File: src/rtl/loader_pkg.sv
// ---------------------------------------------------------------------------
// loader_pkg
//   Shared definitions for the program loader: FSM state type, length-header
//   size and the default bytes-per-word for a 32-bit instruction word.
// ---------------------------------------------------------------------------
package loader_pkg;

   typedef enum logic [2:0] {
      ST_IDLE,
      ST_LEN_LO,
      ST_LEN_HI,
      ST_DATA,
      ST_WRITE,
      ST_DONE,
      ST_ERR
   } loader_state_t;

   localparam int unsigned LEN_BYTES      = 2;
   localparam int unsigned DEFAULT_WIDTH  = 32;
   localparam int unsigned BYTES_PER_WORD = DEFAULT_WIDTH / 8;

endpackage

File: src/rtl/word_packer.sv
// ---------------------------------------------------------------------------
// word_packer
//   Little-endian byte-to-word assembler. Bytes shift in from the top so the
//   first byte of a word ends up in bits [7:0].
// Ports
//   clk          in   clock
//   reset        in   asynchronous active-low reset
//   i_clear      in   discard any partial word and restart at byte 0
//   i_valid      in   a byte is accepted this cycle
//   i_data       in   the accepted byte
//   o_word_valid out  this cycle's byte completes a word
//   o_word       out  the completed word (valid with o_word_valid)
// ---------------------------------------------------------------------------
module word_packer
   import loader_pkg::*;
#(
   parameter int unsigned WIDTH = DEFAULT_WIDTH
) (
   input  logic             clk,
   input  logic             reset,
   input  logic             i_clear,
   input  logic             i_valid,
   input  logic [7:0]       i_data,
   output logic             o_word_valid,
   output logic [WIDTH-1:0] o_word
);

   localparam int unsigned BPW = WIDTH / 8;
   localparam int unsigned CW  = (BPW > 1) ? $clog2(BPW) : 1;

   logic [WIDTH-1:0] r_shift;
   logic [CW-1:0]    r_cnt;
   logic [WIDTH-1:0] w_next;
   logic             w_last;

   // Completed word is presented combinationally so the final byte does not
   // cost an extra cycle before the write.
   assign w_next       = (r_shift >> 8) | (WIDTH'(i_data) << (WIDTH - 8));
   assign w_last       = i_valid && (r_cnt == CW'(BPW - 1));
   assign o_word_valid = w_last;
   assign o_word       = w_next;

   always_ff @(posedge clk or negedge reset) begin
      if (!reset) begin
         r_shift <= '0;
         r_cnt   <= '0;
      end else if (i_clear) begin
         r_shift <= '0;
         r_cnt   <= '0;
      end else if (i_valid) begin
         r_shift <= w_next;
         r_cnt   <= w_last ? '0 : r_cnt + 1'b1;
      end
   end

endmodule

File: src/rtl/program_loader.sv
// ---------------------------------------------------------------------------
// program_loader
//   Writer side of the instruction memory. Receives a framed byte stream
//   (16-bit LE word count N, then N little-endian words), writes the words to
//   program memory from address 0 and holds the CPU in reset meanwhile.
// Ports
//   clk          in   clock, rising edge
//   reset        in   asynchronous active-low reset
//   start        in   one-cycle pulse starting a session (IDLE/DONE/ERR only)
//   s_valid      in   byte stream valid
//   s_data       in   byte stream data
//   s_ready      out  byte accepted this cycle when s_valid is high
//   mem_wr_en    out  one-cycle write strobe per word
//   mem_addr     out  word address (held between writes)
//   mem_wr_data  out  word data (held between writes)
//   cpu_hold     out  keep CPU core in reset while loading
//   done         out  last session completed
//   error        out  last session rejected (N > DEPTH)
// ---------------------------------------------------------------------------
module program_loader
   import loader_pkg::*;
#(
   parameter int unsigned WIDTH      = 32,
   parameter int unsigned ADDR_WIDTH = 12,
   parameter int unsigned DEPTH      = 4096
) (
   input  logic                  clk,
   input  logic                  reset,
   input  logic                  start,
   input  logic                  s_valid,
   input  logic [7:0]            s_data,
   output logic                  s_ready,
   output logic                  mem_wr_en,
   output logic [ADDR_WIDTH-1:0] mem_addr,
   output logic [WIDTH-1:0]      mem_wr_data,
   output logic                  cpu_hold,
   output logic                  done,
   output logic                  error
);

   localparam int unsigned LEN_BITS = LEN_BYTES * 8;

   loader_state_t         r_state;
   loader_state_t         w_next_state;
   logic [LEN_BITS-1:0]   r_len;
   logic [ADDR_WIDTH:0]   r_word_idx;
   logic [ADDR_WIDTH-1:0] r_mem_addr;
   logic [WIDTH-1:0]      r_mem_wr_data;

   logic                  w_accept;
   logic                  w_start_ok;
   logic [LEN_BITS-1:0]   w_len_full;
   logic                  w_last_word;
   logic                  w_word_valid;
   logic [WIDTH-1:0]      w_word;

   assign w_accept    = s_valid && s_ready;
   assign w_start_ok  = start && (r_state inside {ST_IDLE, ST_DONE, ST_ERR});
   assign w_len_full  = {s_data, r_len[7:0]};
   assign w_last_word = (32'(r_word_idx) + 32'd1) == 32'(r_len);

   word_packer #(
      .WIDTH (WIDTH)
   ) u_packer (
      .clk          (clk),
      .reset        (reset),
      .i_clear      (w_start_ok),
      .i_valid      (w_accept && (r_state == ST_DATA)),
      .i_data       (s_data),
      .o_word_valid (w_word_valid),
      .o_word       (w_word)
   );

   always_ff @(posedge clk or negedge reset) begin
      if (!reset) r_state <= ST_IDLE;
      else        r_state <= w_next_state;
   end

   always_comb begin
      w_next_state = r_state;
      s_ready      = 1'b0;
      cpu_hold     = 1'b0;
      done         = 1'b0;
      error        = 1'b0;
      mem_wr_en    = 1'b0;
      case (r_state)
         ST_IDLE: begin
            if (start) w_next_state = ST_LEN_LO;
         end
         ST_LEN_LO: begin
            s_ready  = 1'b1;
            cpu_hold = 1'b1;
            if (w_accept) w_next_state = ST_LEN_HI;
         end
         ST_LEN_HI: begin
            s_ready  = 1'b1;
            cpu_hold = 1'b1;
            if (w_accept) begin
               if (w_len_full == '0)                w_next_state = ST_DONE;
               else if (32'(w_len_full) > DEPTH)    w_next_state = ST_ERR;
               else                                 w_next_state = ST_DATA;
            end
         end
         ST_DATA: begin
            s_ready  = 1'b1;
            cpu_hold = 1'b1;
            if (w_word_valid) w_next_state = ST_WRITE;
         end
         ST_WRITE: begin
            cpu_hold     = 1'b1;
            mem_wr_en    = 1'b1;
            w_next_state = w_last_word ? ST_DONE : ST_DATA;
         end
         ST_DONE: begin
            done = 1'b1;
            if (start) w_next_state = ST_LEN_LO;
         end
         ST_ERR: begin
            error = 1'b1;
            if (start) w_next_state = ST_LEN_LO;
         end
         default: w_next_state = ST_IDLE;
      endcase
   end

   // Address and data are captured with the final byte, so they are already
   // stable during the WRITE cycle and simply hold afterwards.
   always_ff @(posedge clk or negedge reset) begin
      if (!reset) begin
         r_len         <= '0;
         r_word_idx    <= '0;
         r_mem_addr    <= '0;
         r_mem_wr_data <= '0;
      end else begin
         if (w_start_ok) begin
            r_len      <= '0;
            r_word_idx <= '0;
         end else begin
            if (w_accept && (r_state == ST_LEN_LO)) r_len[7:0] <= s_data;
            if (w_accept && (r_state == ST_LEN_HI)) r_len      <= w_len_full;
            if ((r_state == ST_WRITE) && !w_last_word) r_word_idx <= r_word_idx + 1'b1;
         end
         if (w_word_valid) begin
            r_mem_addr    <= r_word_idx[ADDR_WIDTH-1:0];
            r_mem_wr_data <= w_word;
         end
      end
   end

   assign mem_addr    = r_mem_addr;
   assign mem_wr_data = r_mem_wr_data;

endmodule
File: config.mk
export PLATFORM = sky130hd
export DESIGN_NAME = program_loader
export DESIGN_NICKNAME = d
export VERILOG_FILES = /design/src/rtl/loader_pkg.sv /design/src/rtl/word_packer.sv /design/src/rtl/program_loader.sv
export SDC_FILE = /design/constraint.sdc
export NUM_CORES = 1
export LEC_CHECK = 0
export CAP_MARGIN = 15
export CORE_UTILIZATION = 40
export DETAILED_ROUTE_END_ITERATION = 10
export GPL_TIMING_DRIVEN = 1
export SLEW_MARGIN = 20
export SYNTH_ARGS = -nofsm -noshare
export SYNTH_HDL_FRONTEND = slang
export SYNTH_SLANG_ARGS = --single-unit
File: constraint.sdc
create_clock -name clk -period 3.2 [get_ports clk]
set_clock_uncertainty 0.1 [all_clocks]
set_input_delay 0.64 -clock clk [delete_from_list [all_inputs] [get_ports clk]]
set_output_delay 0.64 -clock clk [all_outputs]
set_load 0.01 [all_outputs]
-- After elaboration in Yosys (flattened, before gate mapping)
Cells that the tools add are included.
- reductions and logical operators: 20
- bitwise logic cells: 1
- add/sub/neg operators: 3
- eq/ne operators: 13
- $lt $le $gt $ge: 1
- muxes and demuxes: 23
- operators with widths (operator ; count):
    2-to-1 mux 32 bit ; 2
    2-to-1 mux 16 bit ; 2
    OR 24 x 32 -> 32 bit ; 1
    2-to-1 mux 13 bit ; 2
    2-to-1 mux 3 bit ; 7
    == test 14 x 16 -> 1 bit ; 1
    > comparator 16 x 13 -> 1 bit, second input constant ; 1
    zero test 16 bit ; 1
    case mux 3 bit (5 select lines) ; 1
    adder 13 x 1 -> 14 bit, second input constant ; 1
    adder 13 x 1 -> 13 bit, second input constant ; 1
    == test 3 bit, second input constant ; 3
    2-to-1 mux 8 bit ; 1
    nonzero test 2 bit ; 4
    logical AND 1 bit ; 7
    == test 3 x 2 -> 1 bit, second input constant ; 2
    2-to-1 mux 2 bit ; 3
    inequality test 2 x 1 -> 1 bit, second input constant ; 3
    OR reduction 3 bit ; 2
    2-to-1 mux 1 bit ; 5
    inequality test 2 bit, second input constant ; 2
    AND reduction 4 bit ; 1
    OR reduction 4 bit ; 1
    == test 3 x 1 -> 1 bit, second input constant ; 1
    other kinds (6) ; 6
- logic and storage cells: 69
- register bits after elaboration: 110

-- Depth between registers and ports, before layout
- depth after elaboration: 9
- gate-level depth with buffers: 9
- gate-level depth less buffers: 8

-- Cells and area by module
A second synthesis with hierarchy kept.
- cells, all modules: 438
- area, all modules: 4946.0 µm²
- by module, submodules not included (module ; cells each ; instances ; area each (µm²)):
    program_loader ; 344 ; 1 ; 3791.1
    word_packer ; 94 ; 1 ; 1154.9

-- Worst setup path before layout
OpenSTA, ideal clock, no wires.
- path type: register to register
- start point: reg r_word_idx[0]
- end point: reg r_word_idx[11]
- path slack: 0.502 ns
- data required time: 2.974 ns
- cell stages (with the launch flop): 10
- data arrival time: 2.472 ns
- clock period less this slack: 2.698 ns
- setup time: 0.126 ns
- cell sequence: dfrtp_1 -> ha_1 -> xor2_1 -> or4_1 -> a211oi_2 -> and4_4 -> a31oi_4 -> buf_6 -> and3_4 -> a221o_1
- word-level cells in the longest chain between the ends: 5
- elaborated cells between the ends (all ways): 8
- those cells by class: add/sub (2); eq/ne (1); mux (2); reduce/logical (3)
- RTL lines (item ; RTL line ; text):
    from (decl) ; program_loader.sv:46 ; logic [ADDR_WIDTH:0] r_word_idx;
    from (signal assigned) ; program_loader.sv:141 ; if ((r_state == ST_WRITE) && !w_last_word) r_word_idx <= r_word_idx + 1'b1;
    adder 13 x 1 -> 14 bit ; program_loader.sv:60 ; assign w_last_word = (32'(r_word_idx) + 32'd1) == 32'(r_len);
    == test 14 x 16 -> 1 bit ; program_loader.sv:60 ;
    zero test 1 bit ; program_loader.sv:141 ;
    logical AND 1 bit ; program_loader.sv:141 ;
    nonzero test 2 bit (no line) ; - ;
Parallel ways exist; a longest one is shown, timed or not. The select of a mux whose other input is x is not followed.
A chain may end at the register's enable or synchronous reset.

-- Worst setup path in the final report
- start point: reg r_word_idx[0]
- end point: reg r_word_idx[0]
Same word-level chain as after synthesis.

==> key figures <==
Placement
  – Global placer's final weighted congestion: 0.8526
  – DP Wirelength: 7005 um
  – Number of instances in the placed design: 626
  – Number of buffers added on ports: 60

Logic synthesis
  – Async set or reset register ratio after synthesis: 1.000
  – Number of flops mapped to enable cells by yosys: 0
  – Syn_nets: 458
  – Synthesis-stage register bit count: 102
  – Synthesized cell area: 4756 sq um
  – Number of warnings reported in the yosys synthesis log: 0
  – Main flop type after synthesis: sky130_fd_sc_hd__dfrtp_1
  – Count of different cell masters after synthesis: 49
  – Share of synthesized area occupied by flip-flops and latches: 0.5367
  – Post-synthesis instance total: 444
  – Synth Area per Inst: 10.71 sq um

Power
  – Peak VDD IR: 0.0002556 V
  – Pwr Total: 3.831 mW
  – Static leakage: 2.619 nW
  – Switching share of power: 0.3413
  – Clk pwr share: 0.273
  – Internal power of the cells: 2.523 mW
  – Net Sw Power: 1.307 mW
  – Power share of the combinational group: 0.276
  – Seq pwr share: 0.451
  – Power Density: 659.3 nW/um^2

Global routing
  – Via count of the first global-routing pass: 3375
  – Number of antenna violations at the first check in global routing: 0
  – Pin count of the biggest net entering global routing: 55
  – Total grt overflow: 0
  – Wire length of the first global-routing pass: 17370 um
  – GRT Resource Usage Total: 0.1798

Hold path
  – Type of the most critical hold path: primary input to asynchronous set/reset pin

Timing
  – Setup repair after global routing missed its margin: false
  – Final setup viols: 0
  – Final period demand of the worst path: 2.962 ns
  – Final worst path period share: 0.9256
  – Worst slew margin relative to its limit: 0.5721
  – Count of pins over their slew limit: 0
  – Fmax achieved: 0.3376 GHz
  – Total negative slack for setup checks: 0 ns
  – Fin. Hold Viols: 0
  – Slew at the pin closest to its max-slew limit: 0.6418 ns

Run status
  – Failing checks: design-rule violations
  – Outcome: complete, but fails checks

Layout
  – Antenna diode instance count: 0
  – Number of filler cells placed in the layout: 1059
  – Most frequent standard cell in the layout excluding fill and tap cells: sky130_fd_sc_hd__dfrtp_1
  – Area delta synth->final: 22.18%
  – Area of the multi-input gates: 2063 sq um
  – Share of final-layout standard cells stronger than drive strength 1: 0.1526
  – Combined flip-flop and latch cell area: 2552 sq um
  – Nets: 508
  – Post-Layout Cell Count: 641
  – Most frequent cells in the layout: sky130_fd_sc_hd__dfrtp_1 (102), sky130_fd_sc_hd__nand2_1 (65), sky130_fd_sc_hd__clkdlybuf4s50_1 (59), sky130_fd_sc_hd__mux2_2 (43), sky130_fd_sc_hd__nor2_1 (34)

Clock network
  – Insertion delay of the later-clocked pin in the worst-skew pair: 0.35 ns
  – Total CTS buffers: 9
  – Clock sinks: 102
  – TritonCTS clock tree: yes
  – Clock Root Buffer: sky130_fd_sc_hd__clkbuf_16
  – Post-cts sizing count: 0
  – Hold_buf cts: 0
  – H-Tree Depth: 3
  – Number of buffers inserted to repair setup after CTS: 0
  – Clk buf depth: 2
  – Clk slew on worst S/H paths: 0.06 ns

Critical path
  – Worst endpoint required time: 3.39 ns
  – Worst r2r path cells: 8
  – Launching instance or port of the critical path: r_word_idx[0]
  – Type of element launching the critical path: register
  – Timing endpoint of the critical path: r_word_idx[0]
  – Slack of the worst reg-to-reg path: 0.24 ns
  – Reg-to-reg critical path endpoint: r_word_idx[0]
  – R2r startpoint: r_word_idx[0]
  – Category of the critical setup timing path: register to register
  – Arrival time at the worst endpoint: 3.15 ns
  – Endpoint kind of the worst setup timing path: register
  – Worst path cell trace: ha_1, xor2_1, or4_1, a211oi_2, and4_4, a31oi_4, nor2_2, mux2_2
  – Slowest Stage Delay on Critical Path: 0.48 ns
  – Crit Path Max Fanout: 23
  – Library cell contributing the largest single delay on the critical path: sky130_fd_sc_hd__or4_1

Detailed routing
  – Count of nets left with antenna violations after detail routing: 0
  – Via density per instance: 5.356
  – Detailed Route WL: 10260 um
  – Total iterations of the first detailed-routing run: 7
  – Detail-routed net length per standard cell: 16.00 um
  – Total via count in the routed design: 3433
  – Post-route DRC: 4
  – Number of design-rule violations left by the first detailed-router iteration: 132

Die
  – # rows: 39
  – DIE AREA: 12330 sq um
  – Starting density of the core: 0.4130
  – Die Y: 111.0 um
  – Die X: 111.0 um
  – Number of top-level pins: 61
  – Core Footprint: 11520 sq um

Job
  – Max-Cap Viols: 0
==> cells in the mapped netlist (4+ instances only) <==
cell type	number	area, sq um
sky130_fd_sc_hd__nor2b_1	5	31.28
sky130_fd_sc_hd__a22o_1	5	43.79
sky130_fd_sc_hd__nor3_1	7	35.03
sky130_fd_sc_hd__nor2_1	34	127.6
sky130_fd_sc_hd__nand4_1	5	31.28
sky130_fd_sc_hd__o21ai_0	9	45.04
sky130_fd_sc_hd__nand3_1	8	40.04
sky130_fd_sc_hd__nor4_1	6	37.54
sky130_fd_sc_hd__inv_1	5	18.77
sky130_fd_sc_hd__nand2_1	66	247.7
sky130_fd_sc_hd__dfrtp_1	102	2552
sky130_fd_sc_hd__buf_2	5	25.02
sky130_fd_sc_hd__xnor2_1	14	122.6
sky130_fd_sc_hd__mux2i_1	18	180.2
sky130_fd_sc_hd__or3_1	4	25.02
sky130_fd_sc_hd__mux2_2	43	484.2
sky130_fd_sc_hd__a21oi_1	29	145.1
sky130_fd_sc_hd__xor2_1	9	78.83
sky130_fd_sc_hd__and3_1	7	43.79
sky130_fd_sc_hd__clkbuf_1	19	71.32
sky130_fd_sc_hd__nor3b_1	4	30.03
==> how the worst min path moves through the flow <==
| stage | start | endpoint | slack [ns] | cells past startpoint |
|---|---|---|---|---|
| 3_5_place_dp | mem_addr[6] | mem_addr[6] | 0.37 | 2 |
| 2_1_floorplan | reset | mem_addr[0] | 0.24 | 0 |
| 4_1_cts | reset | mem_wr_data[31] | 0.23 | 1 |
| 6_report | reset | mem_addr[2] | 0.22 | 1 |
| 3_3_place_gp | mem_addr[6] | mem_addr[6] | 0.36 | 2 |
| 5_1_grt | reset | r_word_idx[1] | 0.27 | 1 |
==> registers in the layout, indices dropped and copies added (netlist names) <==
signal	count
u_packer.r_cnt	2
mem_addr	12
u_packer.r_shift	24
mem_wr_data	32
r_len	16
r_word_idx	13
r_state	3
==> per-layer routing <==
layer  vias up  global-route usage  part of all wire  wire length, um
li1       1647                   -                 -                -
met1      1705              0.2421              0.48             4881
met2        68              0.2843              0.47             4808
met3        13             0.03773             0.038              391
met4         0             0.07207             0.017              174
met5         -                   0                 0                0
==> worst max-delay path: cells and delay by family (launching register included) <==
kind | cells | cell delay (ns)
flip-flops | 1 | 0.46
adder cells (fa/ha/maj) | 1 | 0.35
multiplexers | 1 | 0.22
XOR/XNOR | 1 | 0.14
AO/OA/AOI/OAI | 2 | 0.47
AND/OR/NAND/NOR | 3 | 1.16
==> power groups by stage <==
stage / clock, mW / sequential [mW] / combinational (mW)
3_5_place_dp: 0 / 1.75 / 1.07
5_1_grt: 1.12 / 1.76 / 1.20
3_3_place_gp: 0 / 1.75 / 1.05
6_report: 1.05 / 1.73 / 1.06
2_1_floorplan: 0 / 1.66 / 0.800
4_1_cts: 1.08 / 1.73 / 1.07
==> metrics by stage <==
stage	util	hold slack [ns]	setup WS, ns	instance area (sq um)
2_1_floorplan	-	0.2444	0.5020	4756
3_3_place_gp	0.4801	0.3601	0.2299	5529
3_5_place_dp	0.4801	0.3710	0.2287	5529
4_1_cts	0.5046	0.2329	0.2083	5811
5_1_grt	0.5046	0.2679	0.02399	5811
6_report	0.5046	0.2157	0.2379	5811
==> logic make-up after synthesis <==
family,count (synthesis),synth area share
AND/OR/NAND/NOR,157,0.1555
AO/OA/AOI/OAI,64,0.08892
XOR/XNOR,23,0.04236
adder cells (fa/ha/maj),2,0.005261
flip-flops,102,0.5367
buffers and inverters,35,0.03157
multiplexers,61,0.1397
==> layout make-up <==
cell class / instances / area share
Multi-Input combinational cell: 307 / 0.3551
Timing Repair Buffer: 69 / 0.1232
Sequential cell: 102 / 0.4393
Inverter: 5 / 0.003230
Clock buffer: 10 / 0.04113
Tap cell: 143 / 0.03079
Clock inverter: 5 / 0.007321
(Power assumes the default switching activity.)
==> variant (same flow settings) <==
The parameter `WIDTH` goes from 32 to 16.
--- a/src/rtl/program_loader.sv
+++ b/src/rtl/program_loader.sv
@@ -22,3 +22,3 @@
 #(
-   parameter int unsigned WIDTH      = 32,
+   parameter int unsigned WIDTH      = 16,
    parameter int unsigned ADDR_WIDTH = 12,
Ports: changed (resized mem_wr_data); port bits go from 61 to 45. The function was not compared with the original's and may differ.
==> variant against the original RTL <==
Non-clock buffer count down 12. Worst setup slack improved by 0.044 ns. Fmax grew 1.5%. Utilization increased by 1.4 points. Combinational power grew 31%. First-iteration DRC count rose by 7.6%. Final area fell by 25%. Wire length shrank 19%. Sequential power down 19%. Synthesized area decreased by 25%. Sequential cell count decreased by 33. Power down 6.3%. Critical path type unchanged. Critical endpoint is now r_word_idx[2]$_DFFE_PN0P_. Highest routed layer unchanged.
==> variant: results (changes against the original RTL) <==
<table>
<tr><th>Metric</th><th>Value</th></tr>
<tr><th colspan="2">Global routing</th></tr>
<tr><td>Met2 demand-to-capacity share in global routing</td><td>32.7% (+4.3 points)</td></tr>
<tr><td>Largest net degree at the start of global routing</td><td>34 (-38%)</td></tr>
<tr><td>Wire length of the first global-routing pass</td><td>14.0 mm (-19%)</td></tr>
<tr><td>Routing usage on met1</td><td>27.2% (+3.0 points)</td></tr>
<tr><th colspan="2">Placed design</th></tr>
<tr><td>Final HPWL from detailed placement</td><td>5.86 mm (-16%)</td></tr>
<tr><td>Placed insts</td><td>494 (-21%)</td></tr>
<tr><td>Post-Place Worst Slack</td><td>0.205 ns (-0.0238 ns)</td></tr>
<tr><td>Buffers on Ports</td><td>44 (-27%)</td></tr>
<tr><th colspan="2">Synth</th></tr>
<tr><td>Top cells by area in the synthesized netlist</td><td>sky130_fd_sc_hd__dfrtp_1 (49%), sky130_fd_sc_hd__mux2_2 (7.9%), sky130_fd_sc_hd__nand2_1 (5.5%)</td></tr>
<tr><th colspan="2">Worst setup path</th></tr>
<tr><td>Setup slack on the worst flop-to-flop path</td><td>0.28 ns (+0.04 ns)</td></tr>
<tr><td>Critical path destination</td><td>r_word_idx[2]$_DFFE_PN0P_</td></tr>
<tr><td>Count of cells along the worst register-to-register path</td><td>9 (+1)</td></tr>
<tr><td>CP peak stage delay</td><td>0.54 ns (+0.06 ns)</td></tr>
<tr><th colspan="2">Final layout</th></tr>
<tr><td>Total of fill cells in the finished design</td><td>760 (-28%)</td></tr>
<tr><td>Final Core Density</td><td>51.8% (+1.4 points)</td></tr>
<tr><th colspan="2">Clock tree</th></tr>
<tr><td>Clock transition at path regs</td><td>0.08 ns (+0.02 ns)</td></tr>
<tr><td>CTS Root Cell</td><td>sky130_fd_sc_hd__clkbuf_8</td></tr>
<tr><th colspan="2">Routing</th></tr>
<tr><td>Detailed Route Iter0 Violations</td><td>142 (+7.6%)</td></tr>
<tr><td>Count of TritonRoute iterations in the first routing pass</td><td>4 (-3)</td></tr>
<tr><td>DR WL met3</td><td>345 um (-12%)</td></tr>
<tr><td>DRT met1 WL</td><td>3.93 mm (-20%)</td></tr>
<tr><td>Count of vias placed by the detailed router</td><td>2775 (-19%)</td></tr>
<tr><td>Aggregate routed wire length</td><td>8.28 mm (-19%)</td></tr>
<tr><th colspan="2">Outcome</th></tr>
<tr><td>Outcome</td><td>finished clean</td></tr>
<tr><th colspan="2">STA</th></tr>
<tr><td>Slew at the pin closest to its max-slew limit</td><td>0.762 ns (+0.120 ns)</td></tr>
</table>
variant: cell type report:
cell class / count / share of cell area [%]
Timing Repair Buffer: 57 / 12.6
Clock inverter: 7 / 2.28
Inverter: 10 / 0.864
Sequential cell: 69 / 39.7
Multi-Input combinational cell: 253 / 38.7
Tap cell: 105 / 3.02
Clock buffer: 9 / 2.85
variant: power groups by stage:
| stage | Sequential [mW] | Combinational (mW) | Clock (mW) |
|---|---|---|---|
| global placement | 1.41 | 1.38 | 0 |
| finish | 1.40 | 1.39 | 0.794 |
| CTS | 1.41 | 1.41 | 0.816 |
| global route | 1.45 | 1.54 | 0.852 |
| detailed placement | 1.42 | 1.40 | 0 |
| floorplan | 1.39 | 0.868 | 0 |
variant: logic make-up after synthesis:
group	Yosys count	synth area share, %
compound gates	65	12.1
fa+ha+maj	1	0.353
flops	69	48.7
xor+xnor	23	5.68
buf+inv	33	3.92
mux	36	11.0
simple gates	128	18.2
